`src/rtl/pair_sched.sv`:
```
// pair_sched: enumerates every unordered point pair (a,b), a<b, for one solver
// run and issues them to the distance unit over valid/ready, bounding the
// number of pairs in flight and raising dist_done once every result is back.
// Optional build macro: PAIR_SCHED_PERF_EN enables the stall_cycles counter;
// when undefined stall_cycles is tied to zero.
module pair_sched #(
    parameter int NUM_POINTS = 1000,
    parameter int MAX_OUT    = 8,
    localparam int IDX_W     = $clog2(NUM_POINTS),
    localparam int NPTS_W    = $clog2(NUM_POINTS + 1),
    localparam int PAIR_W    = $clog2(NUM_POINTS * (NUM_POINTS - 1) / 2 + 1)
) (
    input  logic              clk,
    input  logic              rst_n,
    input  logic              start,
    input  logic [NPTS_W-1:0] num_pts,
    output logic              busy,
    output logic [IDX_W-1:0]  pair_a,
    output logic [IDX_W-1:0]  pair_b,
    output logic              pair_vld,
    input  logic              pair_rdy,
    input  logic              res_vld,
    output logic              dist_done,
    output logic [PAIR_W-1:0] pairs_issued,
    output logic              err_unexp,
    output logic [31:0]       stall_cycles
);

    localparam int OUT_W = $clog2(MAX_OUT + 1);

    typedef enum logic [1:0] {
        IDLE  = 2'd0,
        ISSUE = 2'd1,
        DRAIN = 2'd2,
        DONE  = 2'd3
    } state_t;

    state_t             state_q, state_d;
    logic [NPTS_W-1:0]  n_q;
    logic [IDX_W-1:0]   a_q, b_q;
    logic [OUT_W-1:0]   out_q, out_d;
    logic [PAIR_W-1:0]  issued_q;
    logic               err_q;

    logic               start_ok;
    logic [NPTS_W-1:0]  n_clamp;
    logic               vld;
    logic               xfer;
    logic               res_ok;
    logic               last_b;
    logic               last_pair;

    // Handshake, outstanding bookkeeping and pair-position decode
    always_comb begin
        start_ok  = start && ((state_q == IDLE) || (state_q == DONE));
        n_clamp   = (num_pts > NPTS_W'(NUM_POINTS)) ? NPTS_W'(NUM_POINTS) : num_pts;
        vld       = (state_q == ISSUE) && (out_q < OUT_W'(MAX_OUT));
        xfer      = vld && pair_rdy;
        // a result with nothing outstanding only counts if a pair leaves this same cycle
        res_ok    = res_vld && ((out_q != '0) || xfer);
        out_d     = out_q + OUT_W'(xfer) - OUT_W'(res_ok);
        last_b    = (NPTS_W'(b_q) == (n_q - 1'b1));
        last_pair = last_b && (NPTS_W'(a_q) == (n_q - 2'd2));
    end

    // Next-state logic
    always_comb begin
        state_d = state_q;
        unique case (state_q)
            IDLE, DONE: begin
                if (start_ok) begin
                    state_d = (n_clamp < NPTS_W'(2)) ? DONE : ISSUE;
                end
            end
            ISSUE: begin
                if (xfer && last_pair) begin
                    state_d = (out_d != '0) ? DRAIN : DONE;
                end
            end
            DRAIN: begin
                if (out_d == '0) begin
                    state_d = DONE;
                end
            end
            default: state_d = IDLE;
        endcase
    end

    // State register
    always_ff @(posedge clk) begin
        if (!rst_n) begin
            state_q <= IDLE;
        end else begin
            state_q <= state_d;
        end
    end

    // Run parameters, pair walker, outstanding and issued counters
    always_ff @(posedge clk) begin
        if (!rst_n) begin
            n_q      <= '0;
            a_q      <= '0;
            b_q      <= '0;
            out_q    <= '0;
            issued_q <= '0;
        end else if (start_ok) begin
            n_q      <= n_clamp;
            a_q      <= '0;
            b_q      <= IDX_W'(1);
            out_q    <= '0;
            issued_q <= '0;
        end else begin
            out_q <= out_d;
            if (xfer) begin
                issued_q <= issued_q + PAIR_W'(1);
                // the final pair is left on the bus rather than stepping past n-1
                if (!last_pair) begin
                    if (last_b) begin
                        a_q <= a_q + IDX_W'(1);
                        b_q <= a_q + IDX_W'(2);
                    end else begin
                        b_q <= b_q + IDX_W'(1);
                    end
                end
            end
        end
    end

    // Sticky flag for results arriving when none are owed
    always_ff @(posedge clk) begin
        if (!rst_n) begin
            err_q <= 1'b0;
        end else if (res_vld && (out_q == '0) && !xfer) begin
            err_q <= 1'b1;
        end
    end

`ifdef PAIR_SCHED_PERF_EN
    logic [31:0] stall_q;

    // Saturating count of ISSUE cycles lost to backpressure or the in-flight cap
    always_ff @(posedge clk) begin
        if (!rst_n || start_ok) begin
            stall_q <= '0;
        end else if ((state_q == ISSUE) && ((vld && !pair_rdy) || (out_q == OUT_W'(MAX_OUT)))
                     && (stall_q != '1)) begin
            stall_q <= stall_q + 32'd1;
        end
    end

    assign stall_cycles = stall_q;
`else
    assign stall_cycles = '0;
`endif

    assign busy         = (state_q == ISSUE) || (state_q == DRAIN);
    assign dist_done    = (state_q == DONE);
    assign pair_vld     = vld;
    assign pair_a       = a_q;
    assign pair_b       = b_q;
    assign pairs_issued = issued_q;
    assign err_unexp    = err_q;

endmodule

```
`config.mk`:
```
export PLATFORM = sky130hd
export DESIGN_NAME = pair_sched
export DESIGN_NICKNAME = d
export VERILOG_FILES = /design/src/rtl/pair_sched.sv
export SDC_FILE = /design/constraint.sdc
export NUM_CORES = 1
export LEC_CHECK = 0
export ABC_CLOCK_PERIOD_IN_PS = 9430
export BUFFER_PORTS_ARGS = -buffer_cell sky130_fd_sc_hd__buf_2
export CELL_PAD_IN_SITES_DETAIL_PLACEMENT = 0
export CELL_PAD_IN_SITES_GLOBAL_PLACEMENT = 1
export CORE_MARGIN = 5
export CORE_UTILIZATION = 43
export DETAILED_ROUTE_END_ITERATION = 6
export PLACE_DENSITY = 0.84
export SETUP_SLACK_MARGIN = 0.1
export SLEW_MARGIN = 20
export SYNTH_ARGS = -nofsm -noshare
export SYNTH_HDL_FRONTEND = slang
export SYNTH_SLANG_ARGS = --single-unit
```
`constraint.sdc`:
```
create_clock -name clk -period 9.43 [get_ports clk]
set_input_delay 0 -clock clk [delete_from_list [all_inputs] [get_ports clk]]
set_output_delay 0 -clock clk [all_outputs]
set_load 0.02 [all_outputs]
```
-- Word-level counts from Yosys, hierarchy flattened
Index checks and enable logic that the tools add are counted.
- flip-flop bits (word level): 56
- input port bits: 15
- output and inout port bits: 75
- logic and storage cells: 65
- $add $sub $neg: 8
- order comparisons: 3
- equal/unequal tests: 9
- muxes and demuxes: 11
- bitwise gates (word level): 2
- reductions and logical operators: 24
- operator list (kind ; count):
    10-bit by 1-bit adder with 10-bit output (second input constant) ; 2
    10-bit equality test ; 2
    10-bit two-way mux ; 2
    19-bit by 1-bit adder with 19-bit output (second input constant) ; 1
    10-bit by 2-bit adder with 10-bit output (second input constant) ; 1
    10-bit greater-than comparator (second input constant) ; 1
    10-bit by 2-bit < comparator with 1-bit output (second input constant) ; 1
    10-bit by 1-bit subtractor with 10-bit output (second input constant) ; 1
    10-bit by 2-bit subtractor with 10-bit output (second input constant) ; 1
    1-bit logical AND ; 8
    4-bit zero test ; 2
    2-bit two-way mux ; 4
    2-bit != test (second input constant) ; 4
    4-bit nonzero test ; 2
    2-bit one-hot mux with 3 select lines ; 1
    3-bit AND reduction ; 2
    4-bit by 1-bit adder with 4-bit output ; 1
    2-bit equality test (second input constant) ; 2
    4-bit < comparator (second input constant) ; 1
    1-bit two-way mux ; 4
    2-bit AND reduction ; 2
    2-bit OR reduction ; 2
    4-bit by 1-bit subtractor with 4-bit output ; 1
    1-bit logical OR ; 3
    5 further kinds ; 6

-- Logic depth before layout (Yosys ltp)
Gate-level depths: netlist (run 1).
- word-level depth: 10
- gate-level depth with buffers: 16

-- Least setup slack after synthesis (run 1)
OpenSTA, ideal clock, no wires.
- path kind: register to register
- from: reg state_q[1]
- to: reg state_q[1]
- setup time: 0.119 ns
- data arrival time: 2.875 ns
- path slack: 6.437 ns
- cell stages (with the launch flop): 16
- clock period less this slack: 2.993 ns
- cell sequence: dfxtp_1 > inv_1 > ha_1 > and3b_1 > clkbuf_1 > nor4b_1 > nor2b_1 > ha_1 > inv_1 > ha_1 > fa_1 > xnor2_1 > nand3_1 > nand2_1 > nand3_1 > o221a_1
- cells in the longest elaborated chain, start to end: 9
- elaborated cells on any way between the ends: 20
- classes of those cells: add/sub (2); eq/ne (6); mux (1); reduce/logical (11)
- ends and longest elaborated chain (element ; line ; source):
    start, declared ; 38 ; state_t state_q, state_d;
    start signal, assigned ; 94 ; state_q <= state_d;
    parallel branches: the longest is 9 deep, another holds 4-bit by 1-bit adder with 4-bit output ; - ;
Parallel ways; which one is timed is not known.
A chain may end at the register's enable or synchronous reset.

-- Final worst setup path (run 1)
- from: reg state_q[0]
- to: reg state_q[1]
The elaborated chain is that of the path after synthesis.

==> flow_summary_export.csv, run 1 <==
group,metric,value,unit
power_and_ir_drop,p_per_area,198,mW/mm^2
clock_network,root_buffer,"clkbuf_8",
floorplanning,ioPinCount,90,
place,port_buffers,57,
grt,grt_pass1_vias,3439,
finish,fill_cells,840,
clock_network,clk_latency,320,ps
power_and_ir_drop,p_sw,0.373,mW
power_and_ir_drop,p_leak,1.75,nW
floorplanning,core_region_area,0.00872,sq mm
finish,nNetsFinal,558,
timing,fin_worst_skew,6.30,ps
yosys,async_reset_ff_share,0,%
route,wirelength,9880,um
yosys,synth_edf_count,0,
timing,slew_viol_final,0,
timing,slew_headroom,49.9,%
critical_path,critical_path_buf_inv_count,2,
timing,max_clock_freq,278,MHz
critical_path,arrival,3820,ps
finish,antenna_cells,0,
critical_path,cp_common_cell,"ha_1",
yosys,yosysTopAreaCell,"dfxtp_1",
grt,grt_use_total,17.7,%
route,drc,0,
clock_network,cts_setup_buffers,0,
floorplanning,dieHeight,105,um
power_and_ir_drop,finalPower,0.852,mW
route,first_pass_iters,4,
floorplanning,die_area,0.0110,sq mm
yosys,synth.distinct_cells,73,
clock_network,cts-hold-fix-buffers,13,
critical_path,reg2regPathDepth,12,
clock_network,cts.path.max_buffers,2,
critical_path,path_cells,"ha_1 > and3b_1 > clkinv_1 > ha_1 > inv_1 > ha_1 > fa_1 > xnor2_1 > nand3_1 > nand2_1 > nand3_1 > o221a_1",
critical_path,r2r_setup_slack,5830,ps
finish,drive_gt1_share,17.0,%
grt,antenna_found_initial,0,
critical_path,cp_slowest_cell,"and3b_1",
critical_path,path_delay_family,"adder cells",
power_and_ir_drop,peakVddDrop,0.000132,V
grt,grt_pass1_wl,16500,um
clock_network,clk_transition_reported_paths,110,ps
power_and_ir_drop,clkPwrFrac,16.7,%
clock_network,cts.sinks,56,
clock_network,cts_resized,0,
route,wl_per_cell,15.5,um
power_and_ir_drop,internal-power,0.479,mW
clock_network,tritoncts,"yes",
place,dpl_worst_slack,5850,ps
critical_path,path_depth,12,
finish,multiInputGateArea,0.00243,sq mm
yosys,ys_warn_count,0,
power_and_ir_drop,p_sw_share,43.7,%
critical_path,cp-start-kind,"flip-flop",
critical_path,crit_fanout,18,
job,cap_violations,0,
route,drt-initial-drc-count,173,
yosys,syn-cell-area,0.00386,sq mm
finish,syn2layout_area_growth,11.6,%
yosys,synth_common_cells,"56 x dfxtp_1, 43 x nor2_1, 41 x nand2_1, 32 x buf_4, 27 x a21oi_1",
finish,area.sequential,0.00112,sq mm
timing,rsz0062_at_grt,"false",
yosys,synth-seq-cells,56,
place,routabilityCongestion,0.890,
yosys,synth.most_common_cell,"dfxtp_1",
critical_path,critPathMaxStageDelay,590,ps
timing,min_period,3600,ps
critical_path,crit_required,9650,ps
floorplanning,die_x,105,um
yosys,seq_area_frac_synth,29.1,%
grt,grt_max_degree,26,
power_and_ir_drop,seqPwrFrac,35.8,%
floorplanning,fp-row-count,34,
route,viasPerCell,5.48,
floorplanning,start_util,44.2,%
timing,hold_viol,0,
yosys,netlist_instances,470,
yosys,synth.top_cell.area_share,29.1,%
timing,worst_slack,5830,ps
timing,tns,0,ps
critical_path,worstSetupPathType,"reg -> reg",
clock_network,cts_buffers,5,
yosys,synth_flop_cell,"dfxtp_1",
outcome,outcome,"finished clean",
route,via_count,3490,
min_path,min_path_cells,3,
route,ant_nets,0,
place,dp_hpwl,7360,um
yosys,synthTopCellsByArea,"dfxtp_1 29%, buf_4 6.2%, xnor2_1 5.9%",
finish,fin_util,49.3,%
power_and_ir_drop,combPwrFrac,47.5,%
timing,setup_viol,0,
yosys,syn_area_per_cell,8.20,sq um
grt,grt-ovfl-total,0,
timing,tightest_slew,745,ps
min_path,hp-class,"in -> reg",
timing,fin_crit_sh,38.2,%
clock_network,h-tree-depth,2,
critical_path,endpoint_kind,"flip-flop",
[cells in the final DEF, fill, tap and decap left out, drive strengths merged, types with 9 or more instances in the layout]
master       instances
xnor2               26
dlygate4sd3         13
or4                  9
nand2               41
nand3               14
a21oi               27
nor2                44
and3                10
o31ai                9
buf                 58
ha                  14
xor2                22
inv                 25
o21ai               11
conb                32
dfxtp               56
nor4                12
nand4               13
[power groups by stage]
stage / logic [mW] / clock network (mW) / registers [mW]
detailed placement: 0.396 / 0 / 0.310
floorplan: 0.343 / 0 / 0.292
finish: 0.405 / 0.142 / 0.305
CTS: 0.404 / 0.148 / 0.305
global placement: 0.382 / 0 / 0.307
global route: 0.449 / 0.158 / 0.309
[path summary, 6_finish.rpt]
path	startpoint	endpoint
min reg2reg	pairs_issued[18]	pairs_issued[18]
min	start	state_q[0]
max	state_q[0]	state_q[1]
max reg2reg	state_q[0]	state_q[1]
[flip-flops by register name, indices dropped and copies added, names as in the netlist]
name,count
pair_a,10
out_q,4
n_q,10
state_q,2
pair_b,10
pairs_issued,19
err_unexp,1
[stage by stage]
step / std cells / hold slack (ps) / cell area, sq um
final: 637 / 104 / 4300
after global routing: 637 / 114 / 4300
after CTS: 637 / 91.8 / 4300
after detailed placement: 616 / 230 / 4080
after global placement: 616 / 222 / 4080
after floorplan: 501 / 109 / 3970
[worst reg2reg max path, stage by stage (launching register included)]
cell and delay (ps):
dfxtp_1 410, ha_1 210, and3b_1 590, clkinv_1 460, ha_1 400, inv_1 40
ha_1 200, fa_1 390, xnor2_1 230, nand3_1 120, nand2_1 110, nand3_1 90
o221a_1 260
[metal layers]
layer	vias up	global-route usage (%)	share of wire (%)
met1	1638	22.6	44
met3	15	3.14	5.8
met2	103	30.4	49
met5	-	0	0
met4	0	5.21	1.5
li1	1734	-	-
[layout make-up]
type,instances,share of cell area (%)
well taps,108,3.14
clock inverters,3,0.640
clock buffers,5,1.60
flip-flops and latches,56,26.1
multi-input cells,368,56.5
inverters,26,2.27
repair buffers,71,9.83
[cell families after synthesis]
family	share of synthesized area, %
compound gates	17.5
xor+xnor	10.9
fa+ha+maj	5.06
buf+inv	10.9
flops	29.1
mux	0.844
other cells	0.0972
simple gates	25.6
Power figures use the tool's default switching activity.
==> inputs of run 2 (changes only) <==
Settings changed: ABC_CLOCK_PERIOD_IN_PS 9430 to 3100, CORE_UTILIZATION 43 to 36, PLACE_DENSITY 0.84 to 0.75.
Clock period 9.43 ns to 3.1 ns, I/O delays scaled along.
==> run 2 against run 1 <==
Worst hold slack got worse by 83 ps; setup slack got worse by 5700 ps; design area increased by 7.8%; combinational power increased to 3.9 times the previous value; utilization decreased by 4.6 points; clock skew increased by 3.9 ps; non-clock buffer count increased by 23; sequential cell count unchanged; largest power group unchanged; total power increased to 3.4 times the previous value; global-route usage decreased by 1.5 points; die area increased by 18%.
==> flow_summary_export.csv, run 2 (synthesis results as in run 1) <==
group,metric,value,unit
outcome,outcome,"finished clean",
clock_network,clk_latency,310,ps
critical_path,critical_path_buf_inv_count,2,
clock_network,cts_buffers,5,
power_and_ir_drop,p_per_area,631,mW/mm^2
critical_path,endpoint_kind,"flip-flop",
min_path,min_to,"n_q[3]",
finish,nNetsFinal,581,
finish,syn2layout_area_growth,20.2,%
min_path,min_path_cells,3,
grt,grt_pass1_wl,17300,um
critical_path,arrival,3190,ps
floorplanning,die_area,0.0129,sq mm
place,place_area,0.00428,sq mm
power_and_ir_drop,clkPwrFrac,14.1,%
power_and_ir_drop,p_leak,1.90,nW
critical_path,path_cells,"inv_1 > ha_2 > and3b_2 > nor4b_4 > nor2b_1 > ha_1 > inv_2 > ha_4 > fa_1 > xnor2_2 > nand3_2 > nand2_2 > nand3_1 > o221a_1",
critical_path,reg2regPathDepth,14,
job,cap_violations,0,
finish,final_cell_mix,"57 x buf_2, 55 x dfxtp_1, 43 x nor2_1",
grt,grt-ovfl-total,0,
min_path,hp-class,"in -> reg",
critical_path,crit_fanout,3,
grt,grt_pass1_vias,3500,
critical_path,r2r_setup_slack,110,ps
critical_path,cp-start-kind,"flip-flop",
grt,antenna_found_initial,0,
route,topRoutingLayerUsed,"met4",
timing,fin_worst_skew,10.2,ps
power_and_ir_drop,p_sw_share,43.8,%
finish,largest_register_ffs,19,
timing,tns,0,ps
clock_network,clk_transition_reported_paths,100,ps
place,routabilityCongestion,0.900,
floorplanning,die_x,113,um
route,wl_met3,433,um
timing,min_period,2990,ps
route,dr_wl_met2,5490,um
critical_path,worstSetupPathType,"reg -> reg",
floorplanning,core_region_area,0.0104,sq mm
power_and_ir_drop,seqPwrFrac,31.5,%
finish,final_cells,688,
finish,fin_area,0.00464,sq mm
route,wl_met1,4780,um
grt,grt_max_degree,20,
clock_network,root_buffer,"clkbuf_8",
place,dp_hpwl,8110,um
route,viasPerCell,5.23,
route,ant_nets,0,
finish,drive_gt1_share,23.4,%
critical_path,reg2reg_to,"state_q[1]",
critical_path,reg2reg_from,"state_q[1]",
timing,hold_viol,0,
timing,setup_viol,0,
place,port_buffers,57,
timing,slew_viol_final,0,
finish,fill_cells,1089,
timing,rsz0062_at_grt,"true",
floorplanning,ioPinCount,90,
clock_network,cts.sinks,56,
route,wirelength,10800,um
route,wl_per_cell,15.7,um
timing,fin_crit_sh,96.3,%
floorplanning,dieHeight,113,um
clock_network,tritoncts,"yes",
floorplanning,fp-row-count,37,
power_and_ir_drop,peakVddDrop,0.000246,V
route,first_pass_iters,5,
route,drc,0,
power_and_ir_drop,combPwrFrac,54.4,%
place,dp.cells,666,
power_and_ir_drop,finalPower,2.92,mW
critical_path,cp_slowest_cell,"fa_1",
finish,layout_commonest_cell,"buf_2",
timing,tightest_slew,688,ps
min_path,hold_start,"num_pts[3]",
critical_path,critPathMaxStageDelay,450,ps
floorplanning,start_util,37.2,%
finish,antenna_cells,0,
power_and_ir_drop,internal-power,1.64,mW
power_and_ir_drop,p_sw,1.28,mW
route,drt-initial-drc-count,226,
critical_path,path_delay_family,"adder cells",
clock_network,cts.path.max_buffers,2,
route,via_count,3599,
timing,max_clock_freq,335,MHz
clock_network,h-tree-depth,2,
grt,grt_use_total,16.2,%
timing,slew_headroom,54.0,%
critical_path,crit_required,3310,ps
[run 2: stage by stage]
| step | worst slack [ps] | hold slack [ps] | utilization (%) |
|---|---|---|---|
| floorplan | 107 | 109 | - |
| global route | 15.4 | 42.3 | 44.7 |
| finish | 114 | 20.6 | 44.7 |
| global placement | 185 | 216 | 41.2 |
| detailed placement | 63.1 | 233 | 41.2 |
| CTS | 127 | 4.96 | 43.3 |
[run 2: layer usage]
metal	up-vias	track usage, %
met5	-	0
met4	0	4.41
met3	6	2.55
met2	79	28.0
met1	1734	20.8
li1	1780	-
[run 2: worst max path at each step]
stage | startpoint | endpoint | slack (ps) | cells past startpoint
6_report | state_q[1] | state_q[1] | 110 | 14
3_5_place_dp | state_q[1] | state_q[1] | 60 | 14
3_3_place_gp | state_q[1] | state_q[1] | 180 | 14
5_1_grt | state_q[1] | state_q[1] | 20 | 14
4_1_cts | state_q[1] | state_q[1] | 130 | 14
2_1_floorplan | state_q[1] | state_q[1] | 110 | 15
[run 2: worst min-delay path, cell delays in order]
cell	delay (ps)
buf_2	110
a21oi_1	50
a21oi_1	130
[run 2: timing repair]
item	in CTS	in global routing
hold buffers	11	0
endpoints found under the setup margin	2	9
gates cloned	0	0
gates resized for setup	2	23
buffers inserted	0	3
pin swaps	0	11
endpoints found under the hold margin	12	0
[run 2: cell type report]
class	instances	area (sq um)	area share [%]
multi-input cells	368	2560	55.2
flip-flops and latches	56	1120	24.2
clock buffers	6	72.6	1.57
well taps	136	170	3.67
clock inverters	2	16.3	0.351
inverters	26	97.6	2.10
repair buffers	94	598	12.9
[run 2: power groups by stage]
stage	logic, mW	clock network (mW)	registers, mW
floorplan	1.04	0	0.887
global placement	1.26	0	0.920
detailed placement	1.30	0	0.922
CTS	1.33	0.426	0.909
global route	1.74	0.445	0.934
finish	1.59	0.414	0.920
